==> config.mk <==
export PLATFORM = sky130hd
export DESIGN_NAME = usb_tx_flat
export DESIGN_NICKNAME = d
export VERILOG_FILES = /design/src/rtl/usb_pkg.sv /design/src/rtl/usb_tx_if.sv /design/src/rtl/usb_tx_timer.sv /design/src/rtl/usb_tx.sv /design/src/flat_wrapper.sv
export SDC_FILE = /design/constraint.sdc
export NUM_CORES = 1
export LEC_CHECK = 0
export CAP_MARGIN = 20
export CELL_PAD_IN_SITES_DETAIL_PLACEMENT = 2
export CELL_PAD_IN_SITES_GLOBAL_PLACEMENT = 2
export CORE_MARGIN = 1
export CORE_UTILIZATION = 36
export DETAILED_ROUTE_END_ITERATION = 12
export PLACE_DENSITY = 0.81
export SLEW_MARGIN = 10
export SYNTH_ARGS = -nofsm -noshare
export SYNTH_HDL_FRONTEND = slang
export SYNTH_HIERARCHICAL = 1
export SYNTH_SLANG_ARGS = --single-unit
==> constraint.sdc <==
create_clock -name clk -period 3.5 [get_ports clk]
set_input_delay 0.35 -clock clk [delete_from_list [all_inputs] [get_ports clk]]
set_output_delay 0.35 -clock clk [all_outputs]
set_load 0.005 [all_outputs]
==> src/rtl/usb_pkg.sv <==
// Shared types and constants for the USB full-speed style transmitter:
// FSM states, SYNC pattern, line-state encodings ({D+, D-}) and NRZI helper.
package usb_pkg;

    typedef enum logic [2:0] {
        IDLE,
        SYNC,
        DATA,
        EOP_SE0,
        EOP_J
    } tx_state_t;

    localparam int         DEFAULT_CLKS_PER_BIT = 8;
    localparam logic [7:0] SYNC_BYTE            = 8'h80;

    localparam logic [1:0] LINE_J   = 2'b10;
    localparam logic [1:0] LINE_K   = 2'b01;
    localparam logic [1:0] LINE_SE0 = 2'b00;

    // A 0 flips between J and K, a 1 keeps the present level.
    function automatic logic [1:0] nrziNext(input logic [1:0] line, input logic bitVal);
        if (bitVal) begin
            return line;
        end
        return (line == LINE_J) ? LINE_K : LINE_J;
    endfunction

endpackage

==> src/rtl/usb_tx_if.sv <==
// Byte-stream handshake and line/status signals between a packet source
// (master) and the USB transmitter (slave).
interface usb_tx_if;

    logic       tx_start;
    logic [7:0] tx_data;
    logic       tx_data_valid;
    logic       tx_last;
    logic       tx_data_ready;
    logic       dplus_out;
    logic       dminus_out;
    logic       tx_active;
    logic       tx_done;
    logic       tx_error;

    modport master (
        output tx_start, tx_data, tx_data_valid, tx_last,
        input  tx_data_ready, dplus_out, dminus_out, tx_active, tx_done, tx_error
    );

    modport slave (
        input  tx_start, tx_data, tx_data_valid, tx_last,
        output tx_data_ready, dplus_out, dminus_out, tx_active, tx_done, tx_error
    );

endinterface

==> src/rtl/usb_tx_timer.sv <==
// Bit-time counter plus bit index for the transmitter; produces the
// bit-end strobe and the byte-boundary strobe (stuff bits never end a byte).
module usb_tx_timer import usb_pkg::*; #(
    parameter int CLKS_PER_BIT = DEFAULT_CLKS_PER_BIT
) (
    input  logic       clk,
    input  logic       rst,
    input  logic       i_run,
    input  logic       i_stuffBit,
    output logic       o_bitEnd,
    output logic       o_byteEnd,
    output logic [2:0] o_bitIdx
);

    localparam int CW = (CLKS_PER_BIT > 1) ? $clog2(CLKS_PER_BIT) : 1;

    logic [CW-1:0] r_cnt;
    logic [2:0]    r_bitIdx;
    logic          w_bitEnd;

    assign w_bitEnd = i_run && (r_cnt == CW'(CLKS_PER_BIT - 1));

    // The index stays put across a stuff bit so the data bit after it resumes in order.
    always_ff @(posedge clk or posedge rst) begin
        if (rst) begin
            r_cnt    <= '0;
            r_bitIdx <= '0;
        end else if (!i_run) begin
            r_cnt    <= '0;
            r_bitIdx <= '0;
        end else if (w_bitEnd) begin
            r_cnt <= '0;
            if (!i_stuffBit) begin
                r_bitIdx <= r_bitIdx + 3'd1;
            end
        end else begin
            r_cnt <= r_cnt + CW'(1);
        end
    end

    assign o_bitEnd  = w_bitEnd;
    assign o_byteEnd = w_bitEnd && !i_stuffBit && (r_bitIdx == 3'd7);
    assign o_bitIdx  = r_bitIdx;

endmodule

==> src/rtl/usb_tx.sv <==
// USB packet transmitter: SYNC, LSB-first payload with NRZI and bit stuffing,
// then SE0/SE0/J end-of-packet, driven on registered D+/D- lines.
module usb_tx import usb_pkg::*; #(
    parameter int CLKS_PER_BIT = DEFAULT_CLKS_PER_BIT
) (
    input  logic     clk,
    input  logic     rst,
    usb_tx_if.slave  bus
);

    tx_state_t  r_state;
    tx_state_t  w_nextState;
    logic [1:0] r_line;
    logic [1:0] w_lineNext;
    logic [7:0] r_byte;
    logic       r_last;
    logic       r_stuff;
    logic       r_eopPend;
    logic [2:0] r_ones;
    logic       r_done;
    logic       r_err;

    logic       w_run;
    logic       w_bitEnd;
    logic       w_byteEnd;
    logic [2:0] w_bitIdx;
    logic [2:0] w_nextIdx;
    logic       w_sending;
    logic       w_accept;
    logic [7:0] w_curByte;
    logic [7:0] w_srcByte;
    logic       w_curBit;
    logic       w_stuffDue;
    logic       w_boundary;
    logic       w_endOfData;
    logic       w_load;
    logic       w_underrun;
    logic       w_goEop;

    assign w_run = (r_state != IDLE);

    usb_tx_timer #(.CLKS_PER_BIT(CLKS_PER_BIT)) u_timer (
        .clk        (clk),
        .rst        (rst),
        .i_run      (w_run),
        .i_stuffBit (r_stuff),
        .o_bitEnd   (w_bitEnd),
        .o_byteEnd  (w_byteEnd),
        .o_bitIdx   (w_bitIdx)
    );

    assign w_sending   = (r_state == SYNC) || (r_state == DATA);
    assign w_accept    = (r_state == IDLE) && bus.tx_start && !r_done;
    assign w_curByte   = (r_state == SYNC) ? SYNC_BYTE : r_byte;
    assign w_curBit    = w_curByte[w_bitIdx];
    assign w_stuffDue  = w_sending && w_bitEnd && !r_stuff && w_curBit && (r_ones == 3'd5);
    assign w_boundary  = w_sending && w_byteEnd;
    assign w_endOfData = (r_state == DATA) && r_last;
    assign w_load      = w_boundary && !w_endOfData && bus.tx_data_valid;
    assign w_underrun  = w_boundary && !w_endOfData && !bus.tx_data_valid;
    assign w_goEop     = w_boundary && !w_load;
    assign w_nextIdx   = r_stuff ? w_bitIdx : (w_bitIdx + 3'd1);
    assign w_srcByte   = w_load ? bus.tx_data : w_curByte;

    always_ff @(posedge clk or posedge rst) begin
        if (rst) begin
            r_state <= IDLE;
        end else begin
            r_state <= w_nextState;
        end
    end

    // A stuff bit owed at a byte end delays the move to EOP until it has been sent.
    always_comb begin
        w_nextState = r_state;
        case (r_state)
            IDLE: begin
                if (w_accept) begin
                    w_nextState = SYNC;
                end
            end
            SYNC, DATA: begin
                if (w_bitEnd && r_stuff && r_eopPend) begin
                    w_nextState = EOP_SE0;
                end else if (w_load) begin
                    w_nextState = DATA;
                end else if (w_goEop && !w_stuffDue) begin
                    w_nextState = EOP_SE0;
                end
            end
            EOP_SE0: begin
                if (w_bitEnd && (w_bitIdx == 3'd1)) begin
                    w_nextState = EOP_J;
                end
            end
            EOP_J: begin
                if (w_bitEnd) begin
                    w_nextState = IDLE;
                end
            end
            default: w_nextState = IDLE;
        endcase
    end

    always_comb begin
        w_lineNext = r_line;
        case (r_state)
            IDLE: begin
                if (w_accept) begin
                    w_lineNext = nrziNext(r_line, SYNC_BYTE[0]);
                end
            end
            SYNC, DATA: begin
                if (w_bitEnd) begin
                    if (w_stuffDue) begin
                        w_lineNext = nrziNext(r_line, 1'b0);
                    end else if (w_nextState == EOP_SE0) begin
                        w_lineNext = LINE_SE0;
                    end else begin
                        w_lineNext = nrziNext(r_line, w_srcByte[w_nextIdx]);
                    end
                end
            end
            EOP_SE0: begin
                if (w_nextState == EOP_J) begin
                    w_lineNext = LINE_J;
                end
            end
            default: w_lineNext = r_line;
        endcase
    end

    // The ones-run counts from SYNC onward and clears on any 0, stuffed or real.
    always_ff @(posedge clk or posedge rst) begin
        if (rst) begin
            r_line    <= LINE_J;
            r_byte    <= '0;
            r_last    <= 1'b0;
            r_stuff   <= 1'b0;
            r_eopPend <= 1'b0;
            r_ones    <= '0;
            r_done    <= 1'b0;
            r_err     <= 1'b0;
        end else begin
            r_line <= w_lineNext;
            r_done <= (r_state == EOP_J) && (w_nextState == IDLE);
            if (w_accept) begin
                r_last    <= 1'b0;
                r_stuff   <= 1'b0;
                r_eopPend <= 1'b0;
                r_ones    <= '0;
                r_err     <= 1'b0;
            end else if (w_sending && w_bitEnd) begin
                r_stuff <= w_stuffDue;
                if (r_stuff || !w_curBit) begin
                    r_ones <= '0;
                end else begin
                    r_ones <= r_ones + 3'd1;
                end
                if (w_goEop && w_stuffDue) begin
                    r_eopPend <= 1'b1;
                end
                if (w_underrun) begin
                    r_err <= 1'b1;
                end
            end
            if (w_load) begin
                r_byte <= bus.tx_data;
                r_last <= bus.tx_last;
            end
        end
    end

    assign bus.tx_data_ready = w_load;
    assign bus.dplus_out     = r_line[1];
    assign bus.dminus_out    = r_line[0];
    assign bus.tx_active     = w_run;
    assign bus.tx_done       = r_done;
    assign bus.tx_error      = r_err;

endmodule

==> src/flat_wrapper.sv <==
// flat-port wrapper written by rule: the top's interface ports become plain ports
module usb_tx_flat import usb_pkg::*;
#(
    parameter int CLKS_PER_BIT = DEFAULT_CLKS_PER_BIT
)
  (clk, rst, bus_tx_start, bus_tx_data, bus_tx_data_valid, bus_tx_last, bus_tx_data_ready, bus_dplus_out, bus_dminus_out, bus_tx_active, bus_tx_done, bus_tx_error);
  usb_tx_if bus_i ();
  input  logic clk;
  input  logic rst;
  input wire logic [$bits(bus_i.tx_start)-1:0] bus_tx_start;
  input wire logic [$bits(bus_i.tx_data)-1:0] bus_tx_data;
  input wire logic [$bits(bus_i.tx_data_valid)-1:0] bus_tx_data_valid;
  input wire logic [$bits(bus_i.tx_last)-1:0] bus_tx_last;
  output wire logic [$bits(bus_i.tx_data_ready)-1:0] bus_tx_data_ready;
  output wire logic [$bits(bus_i.dplus_out)-1:0] bus_dplus_out;
  output wire logic [$bits(bus_i.dminus_out)-1:0] bus_dminus_out;
  output wire logic [$bits(bus_i.tx_active)-1:0] bus_tx_active;
  output wire logic [$bits(bus_i.tx_done)-1:0] bus_tx_done;
  output wire logic [$bits(bus_i.tx_error)-1:0] bus_tx_error;
  assign bus_i.tx_start = bus_tx_start;
  assign bus_i.tx_data = bus_tx_data;
  assign bus_i.tx_data_valid = bus_tx_data_valid;
  assign bus_i.tx_last = bus_tx_last;
  assign bus_tx_data_ready = bus_i.tx_data_ready;
  assign bus_dplus_out = bus_i.dplus_out;
  assign bus_dminus_out = bus_i.dminus_out;
  assign bus_tx_active = bus_i.tx_active;
  assign bus_tx_done = bus_i.tx_done;
  assign bus_tx_error = bus_i.tx_error;
  usb_tx #(.CLKS_PER_BIT(CLKS_PER_BIT)) u_core (.clk(clk), .rst(rst), .bus(bus_i));
endmodule
==> flow_summary.json <==
{
  "detail_route.vias_per_cell": 5.771,
  "synthDominantCellAreaShare": 0.3518,
  "cts.hold.buffers_added": 0,
  "numCtsBuffers": 3,
  "post_cts_resized": 0,
  "worst_slew_margin_rel": 0.3979,
  "row_count": 25,
  "post_dp_cell_area_mm2": 0.002101,
  "worst_pin_slew_ps": 902.1,
  "final_layout_size_suffix_gt1_frac": 0.1462,
  "grt_start_max_net_pins": 22,
  "synth_cell_types": 58,
  "post-cts-setup-buffer-count": 0,
  "timing.critical_path.required_ps": 3150,
  "final_hpwl_dp_mm": 4.294,
  "antenna_found_initial": 0,
  "globalplace.congestion": 0.9264,
  "floorplan.die_area_mm2": 0.005427,
  "period_minus_slack_ps": 3297,
  "latest_clock_arrival_within_the_worst_skew_pair_ps": 280,
  "synth_common_cells": "sky130_fd_sc_hd__dfrtp_1, sky130_fd_sc_hd__nand2_1, sky130_fd_sc_hd__nor2_1",
  "netlist_area_mm2": 0.001849,
  "place.detailed.instances": 275,
  "synth_flop_cell": "sky130_fd_sc_hd__dfrtp_1",
  "rsz0062_at_grt": "no",
  "setup_viol_count_final": 0,
  "synth_enable_flop_cells": 0,
  "synth_seq_cells": 27,
  "outcome": "completed",
  "cts_htree_levels": 1,
  "root_buffer_selected_by_cts": "sky130_fd_sc_hd__clkbuf_8",
  "final_antenna_net_count": 0,
  "wl_per_cell_um": 19.69,
  "syn-instance-count": 194,
  "cts.reportedPaths.clkPinSlew_ps": 100,
  "core_area_mm2": 0.004817,
  "cts_tree": "yes",
  "syn_nets": 215,
  "num-nets-final": 234,
  "yosys_warnings": 6,
  "via_count_of_the_first_global_routing_pass": 1761,
  "fin_skew_ps": 6.259,
  "n_antenna_cell": 0,
  "timing.final.max_slew_violations": 0,
  "post-route-cell-area_mm2": 0.002147,
  "die_x_um": 73.67,
  "critPathLaunchType": "flip-flop",
  "ctsLongestPathBuffers": 2,
  "endpoint_kind": "output pin",
  "portion_of_the_clock_cycle_consumed_by_the_worst_path_in_the_final_layout": 0.9420,
  "max_cap_violations": 0,
  "power_density_mw_per_mm2": 252.8,
  "track_usage": 0.2225,
  "io_buffers": 18,
  "remaining_drcs": 0,
  "syn2layout_area_growth_pct": 16.10,
  "drt-initial-drc-count": 67,
  "number_of_placed_i_o_pins": 19,
  "holdCritPathClass": "in2async",
  "setup_total_negative_slack_ps": 0,
  "hold_ws_ps": 318.0,
  "clock_sink_total": 27,
  "critical_path.max_fanout": 16,
  "stdcell_count": 279,
  "most_common_cell_in_the_netlist": "sky130_fd_sc_hd__dfrtp_1",
  "detail_route.wirelength_mm": 5.494,
  "detail_route.first_pass.iterations": 5,
  "initial_utilization": 0.3839,
  "p_leak_nw": 0.8805,
  "grt_pass1_wl_mm": 9.018,
  "hold_viol": 0,
  "ys_async_sr_fraction": 1.000,
  "cp.arrival_ps": 2950,
  "via_count_of_the_routed_design": 1610,
  "die_height_um": 73.67,
  "worstSetupPathType": "reg2out",
  "yosysTopAreaCell": "sky130_fd_sc_hd__dfrtp_1",
  "synth.avg_cell_area_um2": 9.532,
  "count_of_filler_cells_inserted_in_the_layout": 544,
  "maxClockFrequency_ghz": 0.3033,
  "netlist_top_cells_area": "sky130_fd_sc_hd__dfrtp_1, sky130_fd_sc_hd__ha_1, sky130_fd_sc_hd__nand2_1",
  "grt-ovfl-total": 0,
  "seq_area_frac_synth": 0.3660,
  "power.ir.vdd_worst_mv": 0.1212
}
[cells by family after synthesis]
family	Yosys count	synth area share
and+or+nand+nor	76	0.2267
AOI/OAI and AO/OA	48	0.2158
DFF	27	0.3660
buffers and inverters	22	0.05751
muxes	10	0.06563
adders and majority gates	8	0.05413
xor gates and xnor gates	3	0.01421
[flip-flops by register name (all words and copies together), names as in the netlist]
signal,flops
u_core/u_timer/o_bitIdx,3
u_core/r_line,2
u_core/r_stuff,1
u_core/r_last,1
u_core/bus.tx_error,1
u_core/r_state,3
u_core/u_timer/r_cnt,3
u_core/r_ones,3
u_core/bus.tx_done,1
u_core/r_byte,8
u_core/r_eopPend,1
[worst paths after layout]
path                                               from                      end  slack, ps  cells past startpoint
worst max-delay path            u_core/u_timer/r_cnt[0]        bus_tx_data_ready        200                      8
worst min-delay path                                rst  u_core/u_timer/r_cnt[1]        320                      2
worst max register to register  u_core/u_timer/r_cnt[0]         u_core/r_line[1]        370                     11
worst min register to register  u_core/u_timer/r_cnt[0]  u_core/u_timer/r_cnt[0]        480                      1
max in group asynchronous                           rst         u_core/r_byte[0]       2350                      2
min in group clk                u_core/u_timer/r_cnt[0]  u_core/u_timer/r_cnt[0]        480                      1
[power by group]
group / switching [W] / total, W / internal (W)
combinational: 0.0000168 / 0.0000359 / 0.0000190
clock: 0.000104 / 0.000184 / 0.0000799
sequential: 0.00000536 / 0.000323 / 0.000317
[critical path, cell delays in order, from the launching register on]
cell	delay, ps
sky130_fd_sc_hd__dfrtp_1	390
sky130_fd_sc_hd__ha_1	160
sky130_fd_sc_hd__ha_1	250
sky130_fd_sc_hd__and2_4	240
sky130_fd_sc_hd__and3b_1	250
sky130_fd_sc_hd__inv_1	110
sky130_fd_sc_hd__a2111oi_4	430
sky130_fd_sc_hd__buf_4	300
sky130_fd_sc_hd__clkdlybuf4s50_1	530
[cell usage in the layout (no fill, tap or decap), types with 3 or more instances in the layout]
master / instances
sky130_fd_sc_hd__a21oi_1: 5
sky130_fd_sc_hd__a221oi_1: 4
sky130_fd_sc_hd__a32oi_1: 7
sky130_fd_sc_hd__and3b_1: 3
sky130_fd_sc_hd__buf_4: 7
sky130_fd_sc_hd__clkbuf_8: 3
sky130_fd_sc_hd__clkdlybuf4s50_1: 18
sky130_fd_sc_hd__dfrtp_1: 26
sky130_fd_sc_hd__ha_1: 8
sky130_fd_sc_hd__inv_1: 11
sky130_fd_sc_hd__mux2_2: 7
sky130_fd_sc_hd__nand2_1: 24
sky130_fd_sc_hd__nand2b_1: 3
sky130_fd_sc_hd__nand3_1: 4
sky130_fd_sc_hd__nand3b_1: 4
sky130_fd_sc_hd__nor2_1: 13
sky130_fd_sc_hd__nor2b_1: 6
sky130_fd_sc_hd__nor3_1: 3
sky130_fd_sc_hd__nor3b_1: 4
sky130_fd_sc_hd__o21ai_0: 7
[final cells by class]
class | instances | area [um^2] | share of cell area
Clock inverter | 1 | 5.005 | 0.002331
Multi-Input combinational cell | 145 | 1066 | 0.4965
Sequential cell | 27 | 676.9 | 0.3153
Tap cell | 67 | 83.83 | 0.03904
Inverter | 11 | 41.29 | 0.01923
Clock buffer | 3 | 41.29 | 0.01923
Timing Repair Buffer | 25 | 232.7 | 0.1084
[through the flow]
stage                     utilization  power [W]  worst slack [ps]
final                          0.4457  0.0005428             203.1
after global routing           0.4457  0.0005637           0.09082
after CTS                      0.4457  0.0005521             205.9
after detailed placement       0.4361  0.0003649             433.3
after global placement         0.4361  0.0003623             591.6
after floorplan                     -  0.0003411             560.2
[per-layer routing]
metal | vias to the layer above | track usage | share of wire
met5 | - | 0 | 0
met4 | 0 | 0.08333 | 0.028
met3 | 12 | 0.02606 | 0.035
met2 | 49 | 0.3904 | 0.50
met1 | 804 | 0.2785 | 0.44
li1 | 745 | - | -
Note: power is estimated with default switching activity, not from simulation.
==> patch (same settings) <==
Re-encode `tx_state_t` (5 states) as one-hot, 5 bits wide.
--- a/src/rtl/usb_pkg.sv
+++ b/src/rtl/usb_pkg.sv
@@ -2,12 +2,12 @@
 // FSM states, SYNC pattern, line-state encodings ({D+, D-}) and NRZI helper.
 package usb_pkg;
 
-    typedef enum logic [2:0] {
-        IDLE,
-        SYNC,
-        DATA,
-        EOP_SE0,
-        EOP_J
+    typedef enum logic [4:0] {
+        IDLE    = 5'b00001,
+        SYNC    = 5'b00010,
+        DATA    = 5'b00100,
+        EOP_SE0 = 5'b01000,
+        EOP_J   = 5'b10000
     } tx_state_t;
 
     localparam int         DEFAULT_CLKS_PER_BIT = 8;
Function: no difference found for any inputs over 10 cycles, from zero or initial values and one cycle with rst high; not proved beyond that.
==> patch against the unedited design <==
Global-route usage rose by 1.1 points; sequential share of layout area decreased by 1.3 points; non-clock buffer count grew 4; wire length rose by 13%; sequential cell count grew 2; utilization is 1.1 points higher; final area up 12%; worst setup slack better by 150 ps; area after synthesis up 9.3%; largest cell class unchanged.
Power is not compared: it rests on default switching activity, and its combinational part moved more than twofold at a synthesized area within 25%.
==> patch: results (changes against the unedited design) <==
- Status: finished clean (unchanged).
- Synth cell count leaders: nand2_1, dfrtp_1, nor2_1 (was dfrtp_1, nand2_1, nor2_1).
- The first-pass GRT wire length is 10520 µm (was 9018 µm).
- The routed length on met3 is 162 µm (was 193 µm).
- The average vias per placed instance is 5.663 (was 5.771).
- The net count reported at finish is 273 (was 234).
- The global-route met3 utilization came to 4.405% (was 2.606%).
- The clock skew is 6.295 ps (was 6.259 ps).
- The sum of met2 wire segment lengths after detailed routing came to 2994 µm (was 2730 µm).
- The maximum number of pins on one net before global-route repair is 24 (was 22).
- The mux share of post-synthesis cell area was 5.074% (was 6.563%).
- The setup slack at placement came to 528.6 ps (was 433.3 ps).
- The number of CTS-inserted buffers is 5 (was 3).
- The final routed wirelength across all metal layers is 6193 µm (was 5494 µm).
- Cells taking the most area after synthesis: dfrtp_1, nand2_1, ha_1 (was dfrtp_1, ha_1, nand2_1).
- The multi-input logic cell count came to 176 (was 145).
- The total nets after synthesis was 246 (was 215).
- The detailed placer's ending HPWL is 4769 µm (was 4294 µm).
- The post-CTS clock slew at the launch and capture registers of the worst setup and hold paths was 70 ps (was 100 ps).
- The first-pass iteration count of the detailed router is 4 (was 5).
- The portion of the layout cell area used by non-clock buffers is 10.92% (was 10.84%).
- The area of placed instances is 2323 µm² (was 2101 µm²).
- The area occupied by registers is 728.2 µm² (was 676.9 µm²).
- The wire length the detailed router placed on met1 is 2937 µm (was 2416 µm).
- The largest driver fanout on the critical path is 9 (was 16).
- The placed cell count was 315 (was 275).
- The arrival time reported for the critical path endpoint is 2790 ps (was 2950 ps).
- The share of the core filled with cells is 45.66% (was 44.57%).
- The count of vias placed by the detailed router is 1829 (was 1610).
- The post-synthesis compound-gate area fraction is 17.95% (was 21.58%).
- The met1 routing resource usage after global routing is 29.39% (was 27.85%).
- The met2 track utilization from global routing is 39.73% (was 39.04%).
- The non-clock buffer total of the final layout is 29 (was 25).
- The synthesized-area fraction occupied by xor and xnor cells is 1.238% (was 1.421%).
- The total of clock buffers placed in the layout is 6 (was 3).
- The area of combinational cells with multiple inputs was 1204 µm² (was 1066 µm²).
- The sequential element share of the synthesized area is 36.01% (was 36.60%).
- The number of levels the H-tree was split into is 2 (was 1).
- The number of distinct library cell variants in the gate-level netlist after synthesis is 64 (was 58).
- The register bit total from synthesis came to 29 (was 27).
- The violation count after the first detailed-routing iteration is 80 (was 67).
-- patch: changes by cell type after synthesis, sizes merged, moves of 4 or more --
| cell | before | now |
|---|---|---|
| mux2i | 2 | 8 |
| and2b | 0 | 4 |
| nor4bb | 0 | 4 |
| o22ai | 1 | 7 |
| o21ai | 8 | 16 |
| mux2 | 7 | 2 |
| nor2b | 7 | 2 |
| nand2 | 24 | 42 |
| a32oi | 7 | 0 |
-- patch: worst paths after layout --
path	start	to	slack (ps)	cells after the start
worst max-delay path	u_core/u_timer/r_cnt[0]	bus_tx_data_ready	360	8
worst min-delay path	rst	u_core/u_timer/o_bitIdx[2]	300	2
worst max register to register	u_core/u_timer/r_cnt[0]	u_core/r_line[1]	500	11
worst min register to register	u_core/u_timer/r_cnt[0]	u_core/u_timer/r_cnt[0]	460	1
max in group asynchronous	rst	u_core/bus.tx_done	2300	2
min in group clk	u_core/u_timer/r_cnt[0]	u_core/u_timer/r_cnt[0]	460	1
